==> src/rtl/pipe_controller.sv <==
// pipe_controller: single-stage control decode with a HALT drain FSM and a
// saturating retired-instruction counter. One cycle of latency throughout.
// Optional build macro: PIPE_LUI_AUIPC_EN adds LUI/AUIPC decode; when it is
// undefined those opcodes are illegal and AuipcSel stays 0.
module pipe_controller #(
    parameter int DRAIN_CYCLES = 4,
    parameter int CNT_W        = 32
) (
    input  logic             clk,
    input  logic             reset,
    input  logic [6:0]       Opcode,
    input  logic             in_valid,
    input  logic             stall,
    input  logic             flush,
    output logic             ALUSrc,
    output logic             MemtoReg,
    output logic             RegWrite,
    output logic             MemRead,
    output logic             MemWrite,
    output logic             Branch,
    output logic             JalrSel,
    output logic             Jump,
    output logic             AuipcSel,
    output logic [1:0]       ALUOp,
    output logic             out_valid,
    output logic             HaltOut,
    output logic             Illegal,
    output logic             fetch_stop,
    output logic             Halted,
    output logic [CNT_W-1:0] retired
);

    localparam logic [6:0] OP_R     = 7'b0110011;
    localparam logic [6:0] OP_I     = 7'b0010011;
    localparam logic [6:0] OP_LW    = 7'b0000011;
    localparam logic [6:0] OP_SW    = 7'b0100011;
    localparam logic [6:0] OP_BR    = 7'b1100011;
    localparam logic [6:0] OP_JAL   = 7'b1101111;
    localparam logic [6:0] OP_JALR  = 7'b1100111;
    localparam logic [6:0] OP_HALT  = 7'b1111111;
`ifdef PIPE_LUI_AUIPC_EN
    localparam logic [6:0] OP_LUI   = 7'b0110111;
    localparam logic [6:0] OP_AUIPC = 7'b0010111;
`endif

    typedef enum logic [1:0] {
        ST_RUN,
        ST_DRAIN,
        ST_HALTED
    } state_t;

    typedef struct packed {
        logic       alu_src;
        logic       mem_to_reg;
        logic       reg_write;
        logic       mem_read;
        logic       mem_write;
        logic       branch;
        logic       jalr_sel;
        logic       jump;
        logic       auipc_sel;
        logic [1:0] alu_op;
    } ctrl_t;

    state_t     state;
    logic [3:0] drain_cnt;
    ctrl_t      ctrl_q;
    ctrl_t      dec;
    logic       dec_ok;
    logic       accept;
    logic       is_halt;
    logic       issue;

    // Opcode decode into a control bundle plus a "recognised" flag.
    always_comb begin
        // NOTE: every output of this block gets a default first, so no path can infer a latch.
        dec    = '0;
        dec_ok = 1'b1;
        case (Opcode)
            OP_R:    begin dec.reg_write = 1'b1; dec.alu_op = 2'b10; end
            OP_I:    begin dec.alu_src = 1'b1; dec.reg_write = 1'b1; dec.alu_op = 2'b10; end
            OP_LW:   begin
                dec.alu_src    = 1'b1;
                dec.mem_to_reg = 1'b1;
                dec.reg_write  = 1'b1;
                dec.mem_read   = 1'b1;
                dec.alu_op     = 2'b00;
            end
            OP_SW:   begin dec.alu_src = 1'b1; dec.mem_write = 1'b1; dec.alu_op = 2'b00; end
            OP_BR:   begin dec.branch = 1'b1; dec.alu_op = 2'b01; end
            OP_JAL:  begin dec.reg_write = 1'b1; dec.jump = 1'b1; dec.alu_op = 2'b10; end
            OP_JALR: begin
                dec.alu_src   = 1'b1;
                dec.reg_write = 1'b1;
                dec.jalr_sel  = 1'b1;
                dec.alu_op    = 2'b10;
            end
`ifdef PIPE_LUI_AUIPC_EN
            OP_LUI:  begin dec.alu_src = 1'b1; dec.reg_write = 1'b1; dec.alu_op = 2'b11; end
            OP_AUIPC: begin
                dec.alu_src   = 1'b1;
                dec.reg_write = 1'b1;
                dec.auipc_sel = 1'b1;
                dec.alu_op    = 2'b11;
            end
`else
            // LUI and AUIPC have no entry here and take the illegal path.
`endif
            default: dec_ok = 1'b0;
        endcase
    end

    // Qualify the incoming instruction: only RUN, valid and unflushed slots are considered.
    always_comb begin
        accept  = (state == ST_RUN) && in_valid && !flush;
        is_halt = accept && (Opcode == OP_HALT);
        issue   = is_halt || (accept && dec_ok);
    end

    // Registered bundle, FSM, drain counter and retired counter.
    always_ff @(posedge clk) begin
        // NOTE: sequential state uses non-blocking assignments only, so every flop sees pre-edge values.
        if (!reset) begin
            ctrl_q     <= '0;
            out_valid  <= 1'b0;
            HaltOut    <= 1'b0;
            Illegal    <= 1'b0;
            fetch_stop <= 1'b0;
            Halted     <= 1'b0;
            retired    <= '0;
            drain_cnt  <= '0;
            state      <= ST_RUN;
        end else if (!stall) begin
            // Default to a bubble; the accepted cases below override it.
            ctrl_q    <= '0;
            out_valid <= 1'b0;
            HaltOut   <= 1'b0;
            Illegal   <= 1'b0;

            if (is_halt) begin
                out_valid  <= 1'b1;
                HaltOut    <= 1'b1;
                fetch_stop <= 1'b1;
                state      <= ST_DRAIN;
                drain_cnt  <= 4'(DRAIN_CYCLES - 1);
            end else if (accept && dec_ok) begin
                ctrl_q    <= dec;
                out_valid <= 1'b1;
            end else if (accept) begin
                Illegal <= 1'b1;
            end

            if (issue && (retired != '1)) begin
                retired <= retired + CNT_W'(1);
            end

            if (state == ST_DRAIN) begin
                if (drain_cnt == '0) begin
                    state  <= ST_HALTED;
                    Halted <= 1'b1;
                end else begin
                    drain_cnt <= drain_cnt - 4'd1;
                end
            end
        end else if (flush) begin
            // Stalled flush still squashes the bundle; FSM and counters stay frozen.
            ctrl_q    <= '0;
            out_valid <= 1'b0;
            HaltOut   <= 1'b0;
            Illegal   <= 1'b0;
        end
    end

    assign ALUSrc   = ctrl_q.alu_src;
    assign MemtoReg = ctrl_q.mem_to_reg;
    assign RegWrite = ctrl_q.reg_write;
    assign MemRead  = ctrl_q.mem_read;
    assign MemWrite = ctrl_q.mem_write;
    assign Branch   = ctrl_q.branch;
    assign JalrSel  = ctrl_q.jalr_sel;
    assign Jump     = ctrl_q.jump;
    assign AuipcSel = ctrl_q.auipc_sel;
    assign ALUOp    = ctrl_q.alu_op;

endmodule

==> config.mk <==
export PLATFORM = sky130hd
export DESIGN_NAME = pipe_controller
export DESIGN_NICKNAME = d
export VERILOG_FILES = /design/src/rtl/pipe_controller.sv
export SDC_FILE = /design/constraint.sdc
export NUM_CORES = 1
export LEC_CHECK = 0
export CORE_MARGIN = 2
export CORE_UTILIZATION = 50
export CTS_BUF_LIST = sky130_fd_sc_hd__clkbuf_8
export DETAILED_ROUTE_END_ITERATION = 8
export DONT_BUFFER_PORTS = 1
export MAX_ROUTING_LAYER = met4
export SLEW_MARGIN = 20
export SYNTH_ARGS = -nofsm -noshare
export SYNTH_HDL_FRONTEND = slang
export SYNTH_SLANG_ARGS = --single-unit
==> constraint.sdc <==
create_clock -name clk -period 5.6 [get_ports clk]
set_input_delay 1.12 -clock clk [delete_from_list [all_inputs] [get_ports clk]]
set_output_delay 1.12 -clock clk [all_outputs]
set_load 0.05 [all_outputs]
Yosys cells after proc, flatten, opt, wreduce, memory -nomap -nowiden
Index checks and enable logic that the tools add are counted.

operators by class
  $add $sub $neg = 2
  eq/ne operators = 11
  mux-type cells = 29
  bitwise gates (word level) = 1
  reduce and logical (&&, ||, !) cells = 16

operator list
  operator               count
  $mux 11                4
  $add 32x1->32 const B  1
  $ne 32x32->1 const B   1
  $eq 7x7->1 const B     4
  $mux 1                 18
  $eq 7x6->1 const B     2
  $mux 4                 3
  $reduce_or 4->1        2
  $eq 7x2->1 const B     1
  $eq 7x5->1 const B     1
  $reduce_or 7->1        1
  $mux 2                 3
  $logic_and 1x1->1      5
  $reduce_or 5->1        1
  $logic_not 4->1        1
  $pmux 2 s2             1
  $reduce_and 2->1       2
  $sub 4x1->4 const B    1
  $reduce_and 3->1       1
  $eq 2x1->1 const B     1
  $logic_not 2->1        1
  $ne 2x1->1 const B     1
  $logic_not 1->1        1
  $logic_or 1x1->1       1
  $not 1->1              1

word-level totals
  register bits after elaboration = 54
  input bits = 12

Logic depth before layout (Yosys ltp)
Gate-level depths: netlist of the first run.

  depth in word-level cells = 7
  mapped depth = 8

Worst setup path after synthesis of the first run
OpenSTA, ideal clock, no wires.

  kind = input-to-reg
  from = input port flush
  to = register retired[25]
  setup time = 0.070 ns
  arrival time = 3.078 ns
  required time = 5.530 ns
  slack = 2.451 ns
  cell stages on the path = 6
  path buffers = 1
  path through = or4b_4 -> or2_0 -> or4b_1 -> buf_2 -> or4_1 -> a21oi_1

on the way
  longest elaborated chain between the ends = 6
  elaborated cells between the ends (all ways) = 7

RTL lines
  what                                         RTL line  RTL
  from (decl)                                  14        input logic flush,
  $logic_not 1->1 (*)                          115       accept = (state == ST_RUN) && in_valid && !flush;
  $logic_and 1x1->1 (*)                        115
  $logic_and 1x1->1, on equally long branches  116, 117
  $logic_or 1x1->1 (*)                         117       issue = is_halt || (accept && dec_ok);
  $logic_and 1x1->1 (*)                        153       if (issue && (retired != '1)) begin
  $reduce_and 2->1 (no line) (*)               --
  to (signal assigned)                         154       retired <= retired + CNT_W'(1);
  to (decl)                                    30        output logic [CNT_W-1:0] retired

Mark *: on every way between the ends. The rest lies on a longest branch, timed or not.
A chain may end at the register's enable or synchronous reset.

Worst setup path in the final report of the first run
  from = input port flush
  to = register retired[21]

Same word-level chain as after synthesis.

==> flow_metrics.env, run 1 <==
export IMPL_syn_nets=340
export IMPL_dp_hpwl_um=4180
export IMPL_routedWlPerCell_um=15.9
export IMPL_grt_overflow_total=0
export IMPL_worst_pin_slew_ns=1.01
export IMPL_yosysWarningCount=0
export IMPL_place_congestion=0.881
export IMPL_totalWireLength_um=6080
export IMPL_antenna_found_initial=0
export IMPL_grt_pass1_wl_um=10300
export IMPL_required_ns=5.84
export IMPL_vias=2377
export IMPL_cts_made_buffers=5
export IMPL_start_kind="input pin"
export IMPL_synth_yosys_seq_area_share_pct=38.6
export IMPL_syn_to_final_growth_pct=5.16
export IMPL_ctsLongestPathBuffers=2
export IMPL_firstDrtPassIters=4
export IMPL_syn_avg_cell_area_sq_um=8.11
export IMPL_setup_tns_final_ns=0
export IMPL_status="complete, no violations"
export IMPL_grt_max_degree=44
export IMPL_hold_class="flop to flop"
export IMPL_diodes=0
export IMPL_hold_violations=0
export IMPL_drc=0
export IMPL_initial_core_util_pct=51.7
export IMPL_rsz0062_at_grt="false"
export IMPL_path_max_fanout=29
export IMPL_ys_ff_latch=51
export IMPL_port_buffers=0
export IMPL_endpoint_kind="flop"
export IMPL_cts_root_buffer="clkbuf_8"
export IMPL_setup_viol=0
export IMPL_die_h_um=76.7
export IMPL_p_per_area_nw_per_um2=249
export IMPL_ir_drop_v=0.000152
export IMPL_syn_area_sq_um=2640
export IMPL_worstPathArrival_ns=3.35
export IMPL_path_clk_slew_ns=0.09
export IMPL_skew_ns=0.00633
export IMPL_slew_viol_final=0
export IMPL_ctsResizeCount=0
export IMPL_grt_pass1_vias=2103
export IMPL_finalCriticalPeriod_ns=3.10
export IMPL_postRouteAntennaNets=0
export IMPL_fp_dieArea_sq_um=5880
export IMPL_die_w_um=76.7
export IMPL_clock_sinks=51
export IMPL_rows=26
export IMPL_drive_gt1_share_pct=4.47
export IMPL_htreeDepth=2
export IMPL_cap_violations=0
export IMPL_power_leakage_nw=0.816
export IMPL_period_share_pct=55.4
export IMPL_finalCoreUtilization_pct=54.4
export IMPL_critPathKind="input pin to flop"
export IMPL_viasPerCell=6.21
export IMPL_synth_distinct_cells=43
export IMPL_postCtsSetupBuffers=0
export IMPL_max_freq_mhz=322
export IMPL_io_pins=60
export IMPL_fill_cells=509
export IMPL_clk_latency_ns=0.31
export IMPL_slew_headroom_pct=31.7
export IMPL_drt_iter0_drc=121
export IMPL_hold_buffers=0
export IMPL_tritoncts="yes"
export IMPL_fin_nets=326
export IMPL_synthCells=326
export IMPL_core_area_sq_um=5110
export IMPL_grt_total_usage_pct=21.9
[synth_stat cells (all sizes together)]
cell type | instances | area (sq um)
or4 | 12 | 90.1
a221oi | 1 | 8.76
conb | 1 | 3.75
a211oi | 3 | 22.5
a2bb2oi | 1 | 8.76
nand3 | 16 | 80.1
dfxtp | 51 | 1020
nand2 | 38 | 143
or4b | 2 | 23.8
and3 | 5 | 31.3
or2 | 2 | 12.5
a32oi | 2 | 17.5
nor4b | 1 | 8.76
inv | 5 | 18.8
nand3b | 1 | 7.51
nand4 | 11 | 68.8
o31ai | 9 | 67.6
nor4 | 12 | 75.1
a21oi | 19 | 95.1
buf | 6 | 35.0
or3 | 3 | 18.8
nor2 | 27 | 101
ha | 2 | 25.0
and2 | 1 | 6.26
o21ai | 5 | 25.0
o41ai | 9 | 78.8
o31a | 2 | 17.5
mux2i | 11 | 110
a31o | 1 | 8.76
o211ai | 3 | 22.5
nor2b | 2 | 12.5
a22oi | 1 | 7.51
clkbuf | 16 | 60.1
nor3 | 11 | 65.1
o21a | 1 | 7.51
o311ai | 9 | 78.8
and4 | 3 | 26.3
nand2b | 21 | 131
[through the flow]
step	instance area (sq um)	worst slack [ns]	std cells	hold WS, ns	total power, W
after floorplan	2640	2.45	326	0.455	0.000395
after global placement	2640	2.19	375	0.477	0.000393
after detailed placement	2640	2.13	375	0.488	0.000393
after CTS	2780	2.47	383	0.504	0.000697
after global routing	2780	2.27	383	0.551	0.000713
final	2780	2.50	383	0.506	0.000691
[worst max-delay path, stage by stage]
cell,delay (ns)
or4b_4,0.51
nor3_2,0.33
nand2_1,0.61
nor4_1,0.56
mux2i_1,0.21
[cells by family (layout without fill, tap and decap cells)]
group	after synthesis	count (layout)	synth area share [%]
compound gates	66	66	17.7
fa+ha+maj	2	2	0.947
buf+inv	27	14	4.31
flops	51	51	38.6
mux	11	11	4.17
other cells	1	1	0.142
simple gates	168	168	34.1
[routing by layer]
layer	vias up	share of wire, %	global-route usage [%]
li1	1206	-	-
met1	1121	48	28.6
met2	42	46	33.1
met3	8	5.3	6.47
met4	0	1.4	6.00
met5	-	0	-
[registers in the layout, summed over array words and instances, names as in the netlist]
signal	flops
JalrSel	1
out_valid	1
fetch_stop	1
RegWrite	1
Jump	1
retired	32
drain_cnt	4
Illegal	1
MemWrite	1
HaltOut	1
ALUOp	1
Branch	1
state	2
ALUSrc	1
Halted	1
MemtoReg	1
[power by group]
group          switching [W]  internal, W  total [W]
clock               0.000129     0.000178   0.000307
sequential        0.00000172     0.000363   0.000364
combinational      0.0000133   0.00000628  0.0000196
[final cells by class]
class | count | area, sq um | share of cell area, %
Inverter | 5 | 18.8 | 0.675
Timing Repair Buffer | 1 | 7.51 | 0.270
Clock inverter | 3 | 67.6 | 2.43
Sequential cell | 51 | 1020 | 36.7
Tap cell | 70 | 87.6 | 3.15
Clock buffer | 5 | 68.8 | 2.48
Multi-Input combinational cell | 248 | 1510 | 54.3
[placed cells by master, fill, tap and decap left out, drive strengths merged, types with 2 or more instances in the layout]
cell type	count
a211oi	3
a21oi	19
a32oi	2
and3	5
and4	3
bufinv	2
clkbuf	5
dfxtp	51
ha	2
inv	5
mux2i	11
nand2	38
nand2b	21
nand3	16
nand4	11
nor2	27
nor2b	2
nor3	11
nor4	12
o211ai	3
o21ai	5
o311ai	9
o31a	2
o31ai	9
o41ai	9
or2	2
or3	3
or4	12
or4b	2
[final timing paths]
check                           startpoint  depth (start not counted)  slack (ns)           to
worst max-delay path                 flush                          5        2.50  retired[21]
worst min-delay path              state[1]                          2        0.51     state[1]
worst max register to register  retired[3]                          6        2.85   retired[1]
worst min register to register    state[1]                          2        0.51     state[1]
Note: power is estimated with default switching activity, not from simulation.
==> inputs of run 2 (changes only) <==
PLACE_DENSITY = 0.68   (was default)
clock period = 2.8 ns   (was 5.6 ns; I/O delays follow)
==> run 2 against run 1 <==
Clock power increased by 43%. Cell count increased by 8.9%. Sequential share of layout area decreased by 2.6 points. Sequential power increased by 100%. Register-to-register slack got worse by 2.6 ns. Clock skew about the same. Die area unchanged. Count of clock-buffer cells in the layout increased by 1. Critical path type is now flop to flop. Largest power group unchanged.
==> flow_metrics.env, run 2 (synthesis results as in run 1) <==
export IMPL_die_h_um=76.7
export IMPL_core_area_sq_um=5110
export IMPL_p_comb_share_pct=3.4
export IMPL_path_clk_slew_ns=0.09
export IMPL_htreeDepth=2
export IMPL_hp_start="reset"
export IMPL_pwr_share_clk_pct=36.3
export IMPL_drive_gt1_share_pct=13.5
export IMPL_r2r_setup_slack_ns=0.26
export IMPL_holdPathStages=2
export IMPL_clock_sinks=51
export IMPL_setup_viol=0
export IMPL_critPathKind="flop to flop"
export IMPL_slew_viol_final=0
export IMPL_finalCoreUtilization_pct=58.6
export IMPL_largest_reg_flops=32
export IMPL_hold_violations=0
export IMPL_rsz0062_at_grt="false"
export IMPL_syn_to_final_growth_pct=13.3
export IMPL_fp_dieArea_sq_um=5880
export IMPL_initial_core_util_pct=51.7
export IMPL_totalWireLength_um=6380
export IMPL_port_buffers=0
export IMPL_sw_frac_of_total_pct=22.3
export IMPL_cap_violations=0
export IMPL_required_ns=3.02
export IMPL_firstDrtPassIters=4
export IMPL_routedWlPerCell_um=15.3
export IMPL_max_freq_mhz=393
export IMPL_reg2regPathDepth=5
export IMPL_worst_pin_slew_ns=0.969
export IMPL_postRouteAntennaNets=0
export IMPL_cts_root_buffer="clkbuf_8"
export IMPL_start_kind="flop"
export IMPL_cts_made_buffers=5
export IMPL_grt_pass1_vias=2344
export IMPL_clk_latency_ns=0.30
export IMPL_min_to="retired[2]"
export IMPL_path_max_fanout=8
export IMPL_die_w_um=76.7
export IMPL_drc=0
export IMPL_status="complete, no violations"
export IMPL_final_common_cell="dfxtp_1"
export IMPL_finalCriticalPeriod_ns=2.54
export IMPL_fin_nets=360
export IMPL_setup_tns_final_ns=0
export IMPL_p_per_area_nw_per_um2=403
export IMPL_grt_overflow_total=0
export IMPL_power_leakage_nw=0.987
export IMPL_antenna_found_initial=0
export IMPL_power_switching_w=0.000269
export IMPL_intPower_w=0.000938
export IMPL_hold_class="input pin to flop"
export IMPL_whs_ns=0.376
export IMPL_ctsLongestPathBuffers=2
export IMPL_tritoncts="yes"
export IMPL_grt_max_degree=44
export IMPL_place_congestion=0.817
export IMPL_slew_headroom_pct=35.3
export IMPL_layout_common_cells="51 x dfxtp_1, 38 x nand2_1, 35 x buf_4"
export IMPL_period_share_pct=90.8
export IMPL_drt_iter0_drc=168
export IMPL_rows=26
export IMPL_grt_pass1_wl_um=11000
export IMPL_worstPathArrival_ns=2.77
export IMPL_regMostFlops="retired"
export IMPL_dp_hpwl_um=4600
export IMPL_reg_top3="retired: 32 flops, drain_cnt: 4 flops, state: 2 flops"
export IMPL_endpoint_kind="flop"
export IMPL_io_pins=60
export IMPL_vias=2490
export IMPL_power_total_w=0.00121
export IMPL_postCtsSetupBuffers=0
export IMPL_ctsResizeCount=0
export IMPL_hold_buffers=0
export IMPL_skew_ns=0.00633
export IMPL_reg2reg_from="state[1]"
export IMPL_timing_rr_end="retired[25]"
export IMPL_fill_cells=474
export IMPL_diodes=0
export IMPL_ir_drop_v=0.000292
export IMPL_viasPerCell=5.97
export IMPL_power_frac_seq_pct=60.3
export IMPL_grt_total_usage_pct=23.2
run 2: routing by layer:
metal | global-route usage, % | wire length, um | up-vias
li1 | - | - | 1264
met1 | 28.3 | 2840 | 1149
met2 | 37.0 | 3000 | 68
met3 | 6.71 | 453 | 9
met4 | 7.45 | 88 | 0
met5 | - | 0 | -
run 2: power by group through the flow:
stage	Combinational, W	Sequential (W)	Clock, W
3_5_place_dp	0.0000404	0.000745	0
2_1_floorplan	0.0000441	0.000746	0
4_1_cts	0.0000404	0.000728	0.000453
5_1_grt	0.0000457	0.000729	0.000482
3_3_place_gp	0.0000398	0.000745	0
6_report	0.0000405	0.000728	0.000438
run 2: stage by stage:
stage          cells  cell area [sq um]  setup WS (ns)
2_1_floorplan    326               2640          0.152
3_3_place_gp     409               2900          0.132
3_5_place_dp     409               2900         0.0747
4_1_cts          417               2990          0.263
5_1_grt          417               2990          0.149
6_report         417               2990          0.258
run 2: worst max-delay path, cell delays in order (launching register included):
cell and delay, ns:
dfxtp_1 0.32, or4b_4 0.57, or2_0 0.24, or4b_1 0.67, or4_1 0.51, a21oi_1 0.16
run 2: worst max path at each step:
stage	start	end	slack, ns	cells past startpoint
2_1_floorplan	retired[3]	retired[1]	0.15	7
3_3_place_gp	flush	retired[25]	0.13	5
3_5_place_dp	flush	retired[27]	0.07	5
4_1_cts	state[1]	retired[31]	0.26	5
5_1_grt	state[1]	retired[25]	0.15	5
6_report	state[1]	retired[25]	0.26	5
run 2: area by class of cell:
cell class / instances / area, sq um / share of cell area, %
timing repair buffer: 35 / 263 / 8.78
clock inverter: 2 / 12.5 / 0.418
tap: 70 / 87.6 / 2.93
clock buffer: 6 / 82.6 / 2.76
sequential: 51 / 1020 / 34.1
multi-input combinational: 248 / 1510 / 50.4
inverter: 5 / 18.8 / 0.627
